<file path="src/rtl/uart_rx_cfg.sv">
// UART receive-side config port: deserialises RX bytes and parses five hex chars plus CR/LF
// into a 20-bit value. Contains the byte-level receiver uart_rx and the frame parser uart_rx_cfg.

module uart_rx #(
  parameter int CLK_FRE   = 100,
  parameter int BAUD_RATE = 115200
) (
  input  logic       clk,
  input  logic       rst_n,
  output logic [7:0] rx_data,
  output logic       rx_data_valid,
  input  logic       rx_data_ready,
  input  logic       rx_pin
);
  // state    | meaning
  // S_IDLE   | line idle, waiting for a falling edge
  // S_START  | timing to the middle of the start bit
  // S_DATA   | sampling 8 data bits, LSB first, at mid-bit
  // S_STOP   | timing to the middle of the stop bit
  localparam int CYCLE = CLK_FRE * 1000000 / BAUD_RATE;
  localparam int CW    = $clog2(CYCLE + 1);
  localparam logic [CW-1:0] T_FULL = CW'(CYCLE - 1);
  localparam logic [CW-1:0] T_HALF = CW'(CYCLE / 2 - 1);

  typedef enum logic [1:0] {S_IDLE, S_START, S_DATA, S_STOP} rx_state_t;

  rx_state_t     state_q, state_d;
  logic [CW-1:0] tmr_q, tmr_d;
  logic [2:0]    bit_q, bit_d;
  logic [7:0]    shift_q, shift_d;
  logic [7:0]    data_q, data_d;
  logic          valid_q, valid_d;
  logic          s1_q, s2_q, s3_q;

  always_comb begin
    state_d = state_q;
    tmr_d   = tmr_q;
    bit_d   = bit_q;
    shift_d = shift_q;
    data_d  = data_q;
    valid_d = valid_q & ~rx_data_ready;
    case (state_q)
      S_IDLE: begin
        if (s3_q && !s2_q) begin
          state_d = S_START;
          tmr_d   = T_HALF;
        end
      end
      S_START: begin
        if (tmr_q != '0) tmr_d = tmr_q - 1'b1;
        else if (!s2_q) begin
          state_d = S_DATA;
          tmr_d   = T_FULL;
          bit_d   = 3'd0;
        end else state_d = S_IDLE;
      end
      S_DATA: begin
        if (tmr_q != '0) tmr_d = tmr_q - 1'b1;
        else begin
          shift_d = {s2_q, shift_q[7:1]};
          tmr_d   = T_FULL;
          bit_d   = bit_q + 3'd1;
          if (bit_q == 3'd7) state_d = S_STOP;
        end
      end
      S_STOP: begin
        // Leave at mid-stop so a start bit immediately after is not missed.
        if (tmr_q != '0) tmr_d = tmr_q - 1'b1;
        else begin
          state_d = S_IDLE;
          if (s2_q) begin
            data_d  = shift_q;
            valid_d = 1'b1;
          end
        end
      end
      default: state_d = S_IDLE;
    endcase
  end

  always_ff @(posedge clk or negedge rst_n) begin
    if (!rst_n) begin
      state_q <= S_IDLE;
      tmr_q   <= '0;
      bit_q   <= '0;
      shift_q <= '0;
      data_q  <= '0;
      valid_q <= 1'b0;
      s1_q    <= 1'b1;
      s2_q    <= 1'b1;
      s3_q    <= 1'b1;
    end else begin
      state_q <= state_d;
      tmr_q   <= tmr_d;
      bit_q   <= bit_d;
      shift_q <= shift_d;
      data_q  <= data_d;
      valid_q <= valid_d;
      s1_q    <= rx_pin;
      s2_q    <= s1_q;
      s3_q    <= s2_q;
    end
  end

  assign rx_data       = data_q;
  assign rx_data_valid = valid_q;
endmodule

module uart_rx_cfg #(
  parameter int CLK_FRE     = 100,
  parameter int BAUD_RATE   = 115200,
  parameter int TIMEOUT_CYC = 1000000
) (
  input  logic        clk,
  input  logic        rst_n,
  input  logic        uart_rx,
  output logic [19:0] cfg_data,
  output logic        cfg_valid,
  output logic        cfg_err,
  output logic        busy
);
  // state     | meaning
  // IDLE      | between frames; CR/LF ignored
  // RECV      | collecting hex characters 1..4
  // WAIT_TERM | five hex chars held, expecting CR/LF
  // FLUSH     | rejected frame, discarding up to next CR/LF
  localparam int TW = $clog2(TIMEOUT_CYC + 1);
  localparam logic [TW-1:0] TO_MAX = TW'(TIMEOUT_CYC);

  typedef enum logic [1:0] {IDLE, RECV, WAIT_TERM, FLUSH} state_t;

  logic [7:0] rx_byte;
  logic       rx_valid;

  uart_rx #(
    .CLK_FRE  (CLK_FRE),
    .BAUD_RATE(BAUD_RATE)
  ) u_rx (
    .clk          (clk),
    .rst_n        (rst_n),
    .rx_data      (rx_byte),
    .rx_data_valid(rx_valid),
    .rx_data_ready(1'b1),
    .rx_pin       (uart_rx)
  );

  logic       is_hex, is_term;
  logic [3:0] nib;

  always_comb begin
    is_hex  = 1'b0;
    nib     = 4'd0;
    is_term = (rx_byte == 8'h0D) || (rx_byte == 8'h0A);
    if (rx_byte >= 8'h30 && rx_byte <= 8'h39) begin
      is_hex = 1'b1;
      nib    = rx_byte[3:0];
    end else if ((rx_byte >= 8'h41 && rx_byte <= 8'h46) ||
                 (rx_byte >= 8'h61 && rx_byte <= 8'h66)) begin
      is_hex = 1'b1;
      nib    = rx_byte[3:0] + 4'd9;
    end
  end

  state_t        state_q, state_d;
  logic [19:0]   sh_q, sh_d;
  logic [2:0]    cnt_q, cnt_d;
  logic [TW-1:0] idle_q, idle_d;
  logic [19:0]   cfg_data_q, cfg_data_d;
  logic          cfg_valid_q, cfg_valid_d;
  logic          cfg_err_q, cfg_err_d;
  logic          busy_q, busy_d;

  always_comb begin
    state_d     = state_q;
    sh_d        = sh_q;
    cnt_d       = cnt_q;
    cfg_data_d  = cfg_data_q;
    cfg_valid_d = 1'b0;
    cfg_err_d   = 1'b0;
    if (state_q == IDLE || rx_valid) idle_d = '0;
    else if (idle_q != TO_MAX)       idle_d = idle_q + 1'b1;
    else                             idle_d = idle_q;

    if (rx_valid) begin
      case (state_q)
        IDLE: begin
          if (is_hex) begin
            sh_d    = {16'd0, nib};
            cnt_d   = 3'd1;
            state_d = RECV;
          end else if (!is_term) begin
            cfg_err_d = 1'b1;
            state_d   = FLUSH;
          end
        end
        RECV: begin
          if (is_hex) begin
            sh_d  = {sh_q[15:0], nib};
            cnt_d = cnt_q + 3'd1;
            if (cnt_q == 3'd4) state_d = WAIT_TERM;
          end else begin
            cfg_err_d = 1'b1;
            state_d   = is_term ? IDLE : FLUSH;
          end
        end
        WAIT_TERM: begin
          if (is_term) begin
            cfg_data_d  = sh_q;
            cfg_valid_d = 1'b1;
            state_d     = IDLE;
          end else begin
            cfg_err_d = 1'b1;
            state_d   = FLUSH;
          end
        end
        FLUSH: begin
          if (is_term) state_d = IDLE;
        end
        default: state_d = IDLE;
      endcase
    end else if (state_q != IDLE && idle_q == TO_MAX) begin
      // A flushed frame already reported its error, so it times out silently.
      cfg_err_d = (state_q != FLUSH);
      state_d   = IDLE;
    end
    if (state_d == IDLE) cnt_d = 3'd0;
    busy_d = (state_d != IDLE);
  end

  always_ff @(posedge clk or negedge rst_n) begin
    if (!rst_n) begin
      state_q     <= IDLE;
      sh_q        <= '0;
      cnt_q       <= '0;
      idle_q      <= '0;
      cfg_data_q  <= '0;
      cfg_valid_q <= 1'b0;
      cfg_err_q   <= 1'b0;
      busy_q      <= 1'b0;
    end else begin
      state_q     <= state_d;
      sh_q        <= sh_d;
      cnt_q       <= cnt_d;
      idle_q      <= idle_d;
      cfg_data_q  <= cfg_data_d;
      cfg_valid_q <= cfg_valid_d;
      cfg_err_q   <= cfg_err_d;
      busy_q      <= busy_d;
    end
  end

  assign cfg_data  = cfg_data_q;
  assign cfg_valid = cfg_valid_q;
  assign cfg_err   = cfg_err_q;
  assign busy      = busy_q;
endmodule

</file>
<file path="config.mk">
export PLATFORM = sky130hd
export DESIGN_NAME = uart_rx_cfg
export DESIGN_NICKNAME = d
export VERILOG_FILES = /design/src/rtl/uart_rx_cfg.sv
export SDC_FILE = /design/constraint.sdc
export NUM_CORES = 1
export LEC_CHECK = 0
export CAP_MARGIN = 20
export CORE_MARGIN = 3
export CORE_UTILIZATION = 44
export DETAILED_ROUTE_END_ITERATION = 8
export SLEW_MARGIN = 20
export SYNTH_ARGS = -nofsm -noshare
export SYNTH_HDL_FRONTEND = slang
export SYNTH_SLANG_ARGS = --single-unit
</file>
<file path="constraint.sdc">
create_clock -name clk -period 3.83 [get_ports clk]
set_clock_uncertainty 0.15 [all_clocks]
set_input_delay 0.383 -clock clk [delete_from_list [all_inputs] [get_ports clk]]
set_output_delay 0.383 -clock clk [all_outputs]
set_load 0.01 [all_outputs]
</file>
==> results of run 1 <==
[per-layer routing]
metal  vias to the layer above  part of all wire  GRT usage
met4                         0             0.012     0.0409
met5                         -                 0          0
li1                       1686                 -          -
met2                        57              0.48      0.249
met3                         9             0.035     0.0334
met1                      1621              0.47      0.211
[where the power goes]
part / internal (uW) / leakage (uW) / switching [uW]
Sequential: 1140 / 0.00141 / 62.7
Clock: 517 / 0.000149 / 404
Combinational: 165 / 0.000865 / 308
Total: 1820 / 0.00243 / 774
[through the flow]
| step | setup WS, ps | cells | area (um2) |
|---|---|---|---|
| final | 1110 | 635 | 5650 |
| after detailed placement | 1050 | 618 | 5330 |
| after global placement | 1160 | 618 | 5330 |
| after global routing | 882 | 635 | 5650 |
| after floorplan | 1560 | 467 | 4960 |
| after CTS | 1000 | 635 | 5650 |
[final cells by class]
class / count / area [um2] / area share
inverters: 20 / 75.1 / 0.0133
multi-input cells: 327 / 2230 / 0.395
well taps: 140 / 175 / 0.0310
clock buffers: 10 / 229 / 0.0406
clock inverters: 6 / 76.3 / 0.0135
repair buffers: 29 / 280 / 0.0496
flip-flops and latches: 103 / 2580 / 0.457
[critical path, stage by stage, from the launching register on]
cell     delay [ps]
dfrtp_1         440
inv_1           100
ha_1            190
mux2_2          170
nand3_1         150
nor2_1          130
nand3_1         700
mux2_2          560
[cell families (layout without fill, tap and decap cells)]
group                      Yosys count  in the layout
AOI/OAI and AO/OA                   88             88
xor gates and xnor gates            18             18
adders and majority gates           16             16
buffers and inverters               37             65
DFF                                103            103
muxes                               39             39
and+or+nand+nor                    166            166
[worst paths after layout]
path                                 startpoint           end  slack (ps)  depth (start not counted)
worst min-delay path                  u_rx.s1_q     u_rx.s2_q         210                          0
worst min register to register        u_rx.s1_q     u_rx.s2_q         210                          0
worst max-delay path            u_rx.rx_data[1]  cfg_data[18]        1110                          7
min in group asynchronous                 rst_n     idle_q[8]         470                          2
max in group asynchronous                 rst_n      sh_q[11]        2220                          3
worst max register to register  u_rx.rx_data[1]  cfg_data[18]        1110                          7
[synthesized netlist by cell type (all sizes together), types with 6 or more instances]
library cell  count
xnor2            15
nand3            12
dfrtp           100
clkbuf           13
o21ai            39
mux2             38
nor3              9
or3               7
nand2            60
nor2             44
a21oi            15
nor4              6
inv              20
ha               16
[state kept, by name (all words and copies together) (netlist names), 2 cells and up, named ones only]
register / cells
cfg_data: 20
cnt_q: 3
idle_q: 20
sh_q: 20
state_q: 2
u_rx.bit_q: 3
u_rx.rx_data: 8
u_rx.shift_q: 8
u_rx.tmr_q: 10
==> metrics.txt, run 1 <==
Vias=3,373; Critical Path RT=3900 ps; Core ar.=10,900 um2; Initial Util=0.454; 1st-iter DRT viols=205; Final period util=0.711; Syn Std Cell Area=4960 um2; Crit Path Max Fanout=21; main combinational cell family by area after synthesis=simple AND/OR/NAND/NOR gates; actual slew at the worst max-slew pin=996 ps; critical path endpoint category=flip-flop; Seq/Total Area, Yosys=0.520; asr flop ratio synth=1.00; Crit Path Category=reg -> reg; Buffers on Ports=25; clk root buf=clkbuf_16; Mapped Avg Cell Area=10.6 um2; Max-slew headroom=0.334; initial antenna violation count=0; gr ovfl total=0; Filler cells=1,010; global-route usage over all layers=0.154; number of global-route vias before repair=3,338; Final Hold Fails=0; Post-Synthesis Cells=467; post-route ant nets=0; most frequent cells in the layout=dfrtp_1, nand2_1, nor2_1; share of the synthesized area in the top cell type=0.505; Ports=26; ANT cells=0; fin nets=509; Top FF cell, synth=dfrtp_1; PwrDens=460 nW/um2; Final TNS setup=0 ps; Synth Register Bits=103; TritonCTS Sinks=103; DP HPWL=6240 um; max_cap viols=0; DRC errors left=0; post-synthesis mux area share=0.0943; routed length per instance=14.2 um; XOR/XNOR Fraction of Synth Area=0.0318; GP Congestion=0.875; Synth warnings=0; unrepaired setup endpoints after global routing=no; CTS Buf Count=9; status=finished clean; H-tree levels=3; VDD IR-drop max=0.281 mV; post-synthesis net count=486; Final Core Density=0.516; area of the die=12,600 um2; Netlist cell types=57; Area Overhead vs Synth=13.8%; Routed Wire Length=9030 um; crit start category=flip-flop; critical path arrival=2790 ps; Die Ht=112 um; Compound-Gate Fraction of Synth Area=0.117; Lkg Pwr=0.00243 uW; Pins Over Slew Limit=0; CTS resizes=0; Final Setup Violations=0; worst-skew pair later-pin latency=340 ps; area leader, netlist=dfrtp_1; CTS tree=yes; CTS Hold Bufs=1; post-CTS setup buffer count=0; simple-gate area share of the yosys netlist=0.165; synth top area cells=dfrtp_1, mux2_2, nand2_1; Pre-antenna DRT Iters=4; Rows=38; Max clock buf depth=2; Die X=112 um; largest net degree at the start of global routing=51; min Tclk post-route=2720 ps; commonest non-fill, non-tap cell in the layout=dfrtp_1; Worst Hold Class=reg -> reg; drt via density=5.31; Overall Power=2600 uW; Hold WS=207 ps; CTS clk-pin slew, worst paths=70 ps; first-pass GRT wire length=16,000 um; adder-cell share of the synthesized area=0.0404; EDFF count, synth=0; Peak Freq=0.367 GHz; layout cell share with drive strength beyond 1=0.143
(Power assumes the default switching activity.)
==> inputs of run 2 (changes only) <==
==> constraint.sdc (replaced) <==
create_clock -name clk -period 2.34 [get_ports clk]
set_clock_uncertainty 0.15 [all_clocks]
set_input_delay 0.234 -clock clk [delete_from_list [all_inputs] [get_ports clk]]
set_output_delay 0.234 -clock clk [all_outputs]
set_load 0.01 [all_outputs]
==> run 2 against run 1 <==
  * Worst setup slack got worse by 1000 ps
  * First-iteration DRC count shrank 19%
  * Utilization up 2.3 points
  * Cell area increased by 4.4%
  * Global-route usage grew 0.84 points
  * Final cell count increased by 3.3%
  * Wire length is 5.0% higher
  * Sequential share of layout area decreased by 1.9 points
  * Largest cell class unchanged
  * Flip-flop and latch count did not move
  * Register-to-register slack lost 1000 ps
  * Combinational power is 110% higher
==> metrics.txt, run 2 (same netlist as run 1, synthesis figures left out) <==
status=finished clean; Routed Wire Length=9480 um; drt via density=5.34; Max clock buf depth=2; ANT cells=0; global-route usage over all layers=0.162; Max-slew headroom=0.656; max_cap viols=0; Pre-antenna DRT Iters=4; CP max stage delay=440 ps; commonest non-fill, non-tap cell in the layout=dfrtp_1; routed length per instance=14.5 um; critical path endpoint category=flip-flop; Overall Power=4570 uW; DP HPWL=6510 um; initial antenna violation count=0; Final period util=0.967; CTS Buf Count=9; CTS clk-pin slew, worst paths=70 ps; Die X=112 um; Hold WS=148 ps; TritonCTS Sinks=103; DRC errors left=0; Crit Path Max Fanout=8; Final Setup Violations=0; Buffers on Ports=25; CTS tree=yes; Pins Over Slew Limit=0; Final Core Density=0.539; critical path arrival=2340 ps; Initial Util=0.454; Critical Path RT=2420 ps; layout cell share with drive strength beyond 1=0.194; largest net degree at the start of global routing=56; area of the die=12,600 um2; Area Overhead vs Synth=18.8%; Vias=3,502; first-pass GRT wire length=17,000 um; Rows=38; crit start category=flip-flop; slowest CP cell=or3_1; Crit Path Category=reg -> reg; post-route ant nets=0; placed cell areas=5500 um2; GP Congestion=0.850; post-route cell area=5890 um2; Core ar.=10,900 um2; gr ovfl total=0; most frequent cells in the layout=dfrtp_1, nand2_1, nor2_1; Die Ht=112 um; 1st-iter DRT viols=167; number of global-route vias before repair=3,647; VDD IR-drop max=0.558 mV; placed cell count=637; clk root buf=clkbuf_16; Ports=26; fin nets=530; min Tclk post-route=2260 ps; Worst Hold Class=in -> reg; non-filler cells, final=656; Peak Freq=0.442 GHz; actual slew at the worst max-slew pin=516 ps; worst-skew pair later-pin latency=340 ps; Lkg Pwr=0.00257 uW; H-tree levels=3; worst path cell trace=or3_1 > buf_4 > nor4_4 > nand2_2 > mux2_2; Final Hold Fails=0; PwrDens=775 nW/um2
==> run 2: area by class of cell <==
class,instances,area [um2]
Sequential cell,103,2580
Clock inverter,6,92.6
Tap cell,140,175
Fill cell,984,5040
Multi-Input combinational cell,327,2270
Inverter,20,75.1
Clock buffer,10,239
Timing Repair Buffer,50,463
==> run 2: final timing paths <==
kind,from,to,slack (ps),cells after the start
max reg2reg,u_rx.tmr_q[5],u_rx.shift_q[1],80,5
min in group asynchronous,rst_n,idle_q[6],200,2
min reg2reg,u_rx.s1_q,u_rx.s2_q,210,0
min,uart_rx,u_rx.s1_q,150,1
max,u_rx.tmr_q[5],u_rx.shift_q[1],80,5
max in group asynchronous,rst_n,u_rx.s2_q,1160,3
==> run 2: what timing repair did <==
item | CTS | global route
buffers inserted | 0 | 2
endpoints found under the setup margin | 2 | 51
endpoints found under the hold margin | 26 | 0
gates resized for setup | 1 | 9
hold buffers | 1 | 0
pin swaps | 0 | 4
==> run 2: metal layers <==
metal  GRT usage  part of all wire  vias up
met5           0                 0        -
met4      0.0529             0.015        0
met3      0.0410             0.038       14
met2       0.257              0.47       57
met1       0.220              0.47     1706
li1            -                 -     1725
==> run 2: worst max-delay path: cells and delay by family, from the launching register on <==
| family | cells | cell delay (ps) |
|---|---|---|
| buffers and inverters | 1 | 190 |
| DFF | 1 | 410 |
| and+or+nand+nor | 3 | 1080 |
| muxes | 1 | 320 |
==> run 2: power by group <==
part	switching [uW]	internal, uW	leakage, uW	total, uW
registers	95.3	1860	0.00141	1960
logic	586	389	0.00100	975
clock network	660	974	0.000161	1630
==> run 2: stage by stage <==
stage	worst slack, ps	setup TNS, ps
after floorplan	74.6	0
after global placement	56.6	0
after detailed placement	-28.9	-45.7
after CTS	29.8	0
after global routing	-0.904	-2.79
final	76.7	0
==> inputs of run 3 (changes only) <==
--- a/config.mk
+++ b/config.mk
@@ -8,7 +8,9 @@
 export CAP_MARGIN = 20
 export CORE_MARGIN = 3
 export CORE_UTILIZATION = 44
+export CTS_BUF_LIST = sky130_fd_sc_hd__clkbuf_4 sky130_fd_sc_hd__clkbuf_8
 export DETAILED_ROUTE_END_ITERATION = 8
+export PLACE_DENSITY = 0.76
 export SLEW_MARGIN = 20
 export SYNTH_ARGS = -nofsm -noshare
 export SYNTH_HDL_FRONTEND = slang
==> run 3 against run 2 <==
  * Non-clock buffer count is 1 lower
  * Global-route usage fell by 1.2 points
  * Sequential share of layout area rose by 1.2 points
  * Count of clock-buffer cells in the layout down 1
  * Largest cell class unchanged
==> metrics.txt, run 3 (same netlist as run 1, synthesis figures left out) <==
commonest non-fill, non-tap cell in the layout=dfrtp_1; Final TNS setup=0 ps; Vias=3,557; routed length per instance=14.0 um; number of global-route vias before repair=3,474; CTS tree=yes; H-tree levels=3; CTS Buf Count=9; Pins Over Slew Limit=0; worst-skew pair later-pin latency=380 ps; Crit Reg-Reg Endpoint=u_rx.tmr_q[6]; Core ar.=10,900 um2; initial antenna violation count=0; status=finished clean; Worst Hold Class=in -> reg; Hold WS=118 ps; 1st-iter DRT viols=206; ANT cells=0; R2R depth=7; Area Overhead vs Synth=15.7%; Peak Freq=0.447 GHz; Final Core Density=0.525; Crit Path Category=reg -> reg; Die X=112 um; clk root buf=clkbuf_8; DRC errors left=0; Routed Wire Length=9140 um; end point of the critical path=u_rx.tmr_q[6]; GP Congestion=0.896; critical path endpoint category=flip-flop; crit start category=flip-flop; area of the die=12,600 um2; Max clock buf depth=2; Rows=38; Critical Path Source=u_rx.tmr_q[0]; VDD IR-drop max=0.702 mV; Critical Path RT=2460 ps; fin nets=529; post-route ant nets=0; actual slew at the worst max-slew pin=547 ps; Filler cells=961; Pre-antenna DRT Iters=5; drt via density=5.43; Buffers on Ports=25; min Tclk post-route=2240 ps; largest net degree at the start of global routing=44; first-pass GRT wire length=15,600 um; TritonCTS Sinks=103; Lkg Pwr=0.00249 uW; max_cap viols=0; Ports=26; critical path arrival=2350 ps; FF-to-FF Start=u_rx.tmr_q[0]; CTS clk-pin slew, worst paths=100 ps; Initial Util=0.454; Crit Path Max Fanout=8; gr ovfl total=0; PwrDens=709 nW/um2; Die Ht=112 um; Final Hold Fails=0; Max-slew headroom=0.635; Final Setup Violations=0; global-route usage over all layers=0.150; Final period util=0.955; most frequent cells in the layout=dfrtp_1, nand2_1, nor2_1; layout cell share with drive strength beyond 1=0.190; DP HPWL=6380 um; internal reg-to-reg setup slack=100 ps; unrepaired setup endpoints after global routing=yes
run 3: through the flow:
step | power (uW) | std cells | area, um2 | worst slack [ps]
final | 4070 | 655 | 5740 | 105
after global routing | 4300 | 655 | 5740 | -42.4
after CTS | 4060 | 654 | 5710 | 25.0
after detailed placement | 2890 | 637 | 5490 | 48.0
after global placement | 2860 | 637 | 5490 | 94.1
after floorplan | 2560 | 467 | 4960 | 74.6
run 3: report_power, final:
group	total, uW	switching (uW)	internal [uW]
registers	1940	79.3	1860
clock network	1160	646	516
logic	965	582	382
run 3: worst max-delay path, stage by stage, from the launching register on:
cell and delay (ps):
dfrtp_1 410, inv_1 90, ha_1 180, nand2b_1 120
buf_4 190, nand4bb_2 360, o21a_2 340, a32o_1 280
run 3: worst min path at each step:
| stage | cells after the start | from | end |
|---|---|---|---|
| finish | 1 | uart_rx | u_rx.s1_q |
| global route | 1 | uart_rx | u_rx.s1_q |
| CTS | 1 | uart_rx | u_rx.s1_q |
| detailed placement | 1 | rst_n | idle_q[10] |
| global placement | 1 | rst_n | idle_q[9] |
| floorplan | 0 | rst_n | asynchronous set/reset pin |
run 3: cell type report:
type | instances | area [um2] | share of cell area
Inverter | 20 | 75.1 | 0.0131
Clock inverter | 7 | 88.8 | 0.0155
Sequential cell | 103 | 2580 | 0.450
Timing Repair Buffer | 49 | 443 | 0.0772
Multi-Input combinational cell | 327 | 2250 | 0.392
Tap cell | 140 | 175 | 0.0305
Clock buffer | 9 | 124 | 0.0216
run 3: routing by layer:
layer	GRT usage	up-vias	wire length (um)
met5	0	-	0
met4	0.0569	0	150
met1	0.193	1744	4220
met3	0.0415	15	393
met2	0.244	77	4380
li1	-	1721	-
run 3: what timing repair did:
action,4_1_cts,5_1_grt
hold buffers,1,0
endpoints found under the setup margin,0,39
endpoints found under the hold margin,41,0
gates resized for setup,0,7
setup buffers,0,1
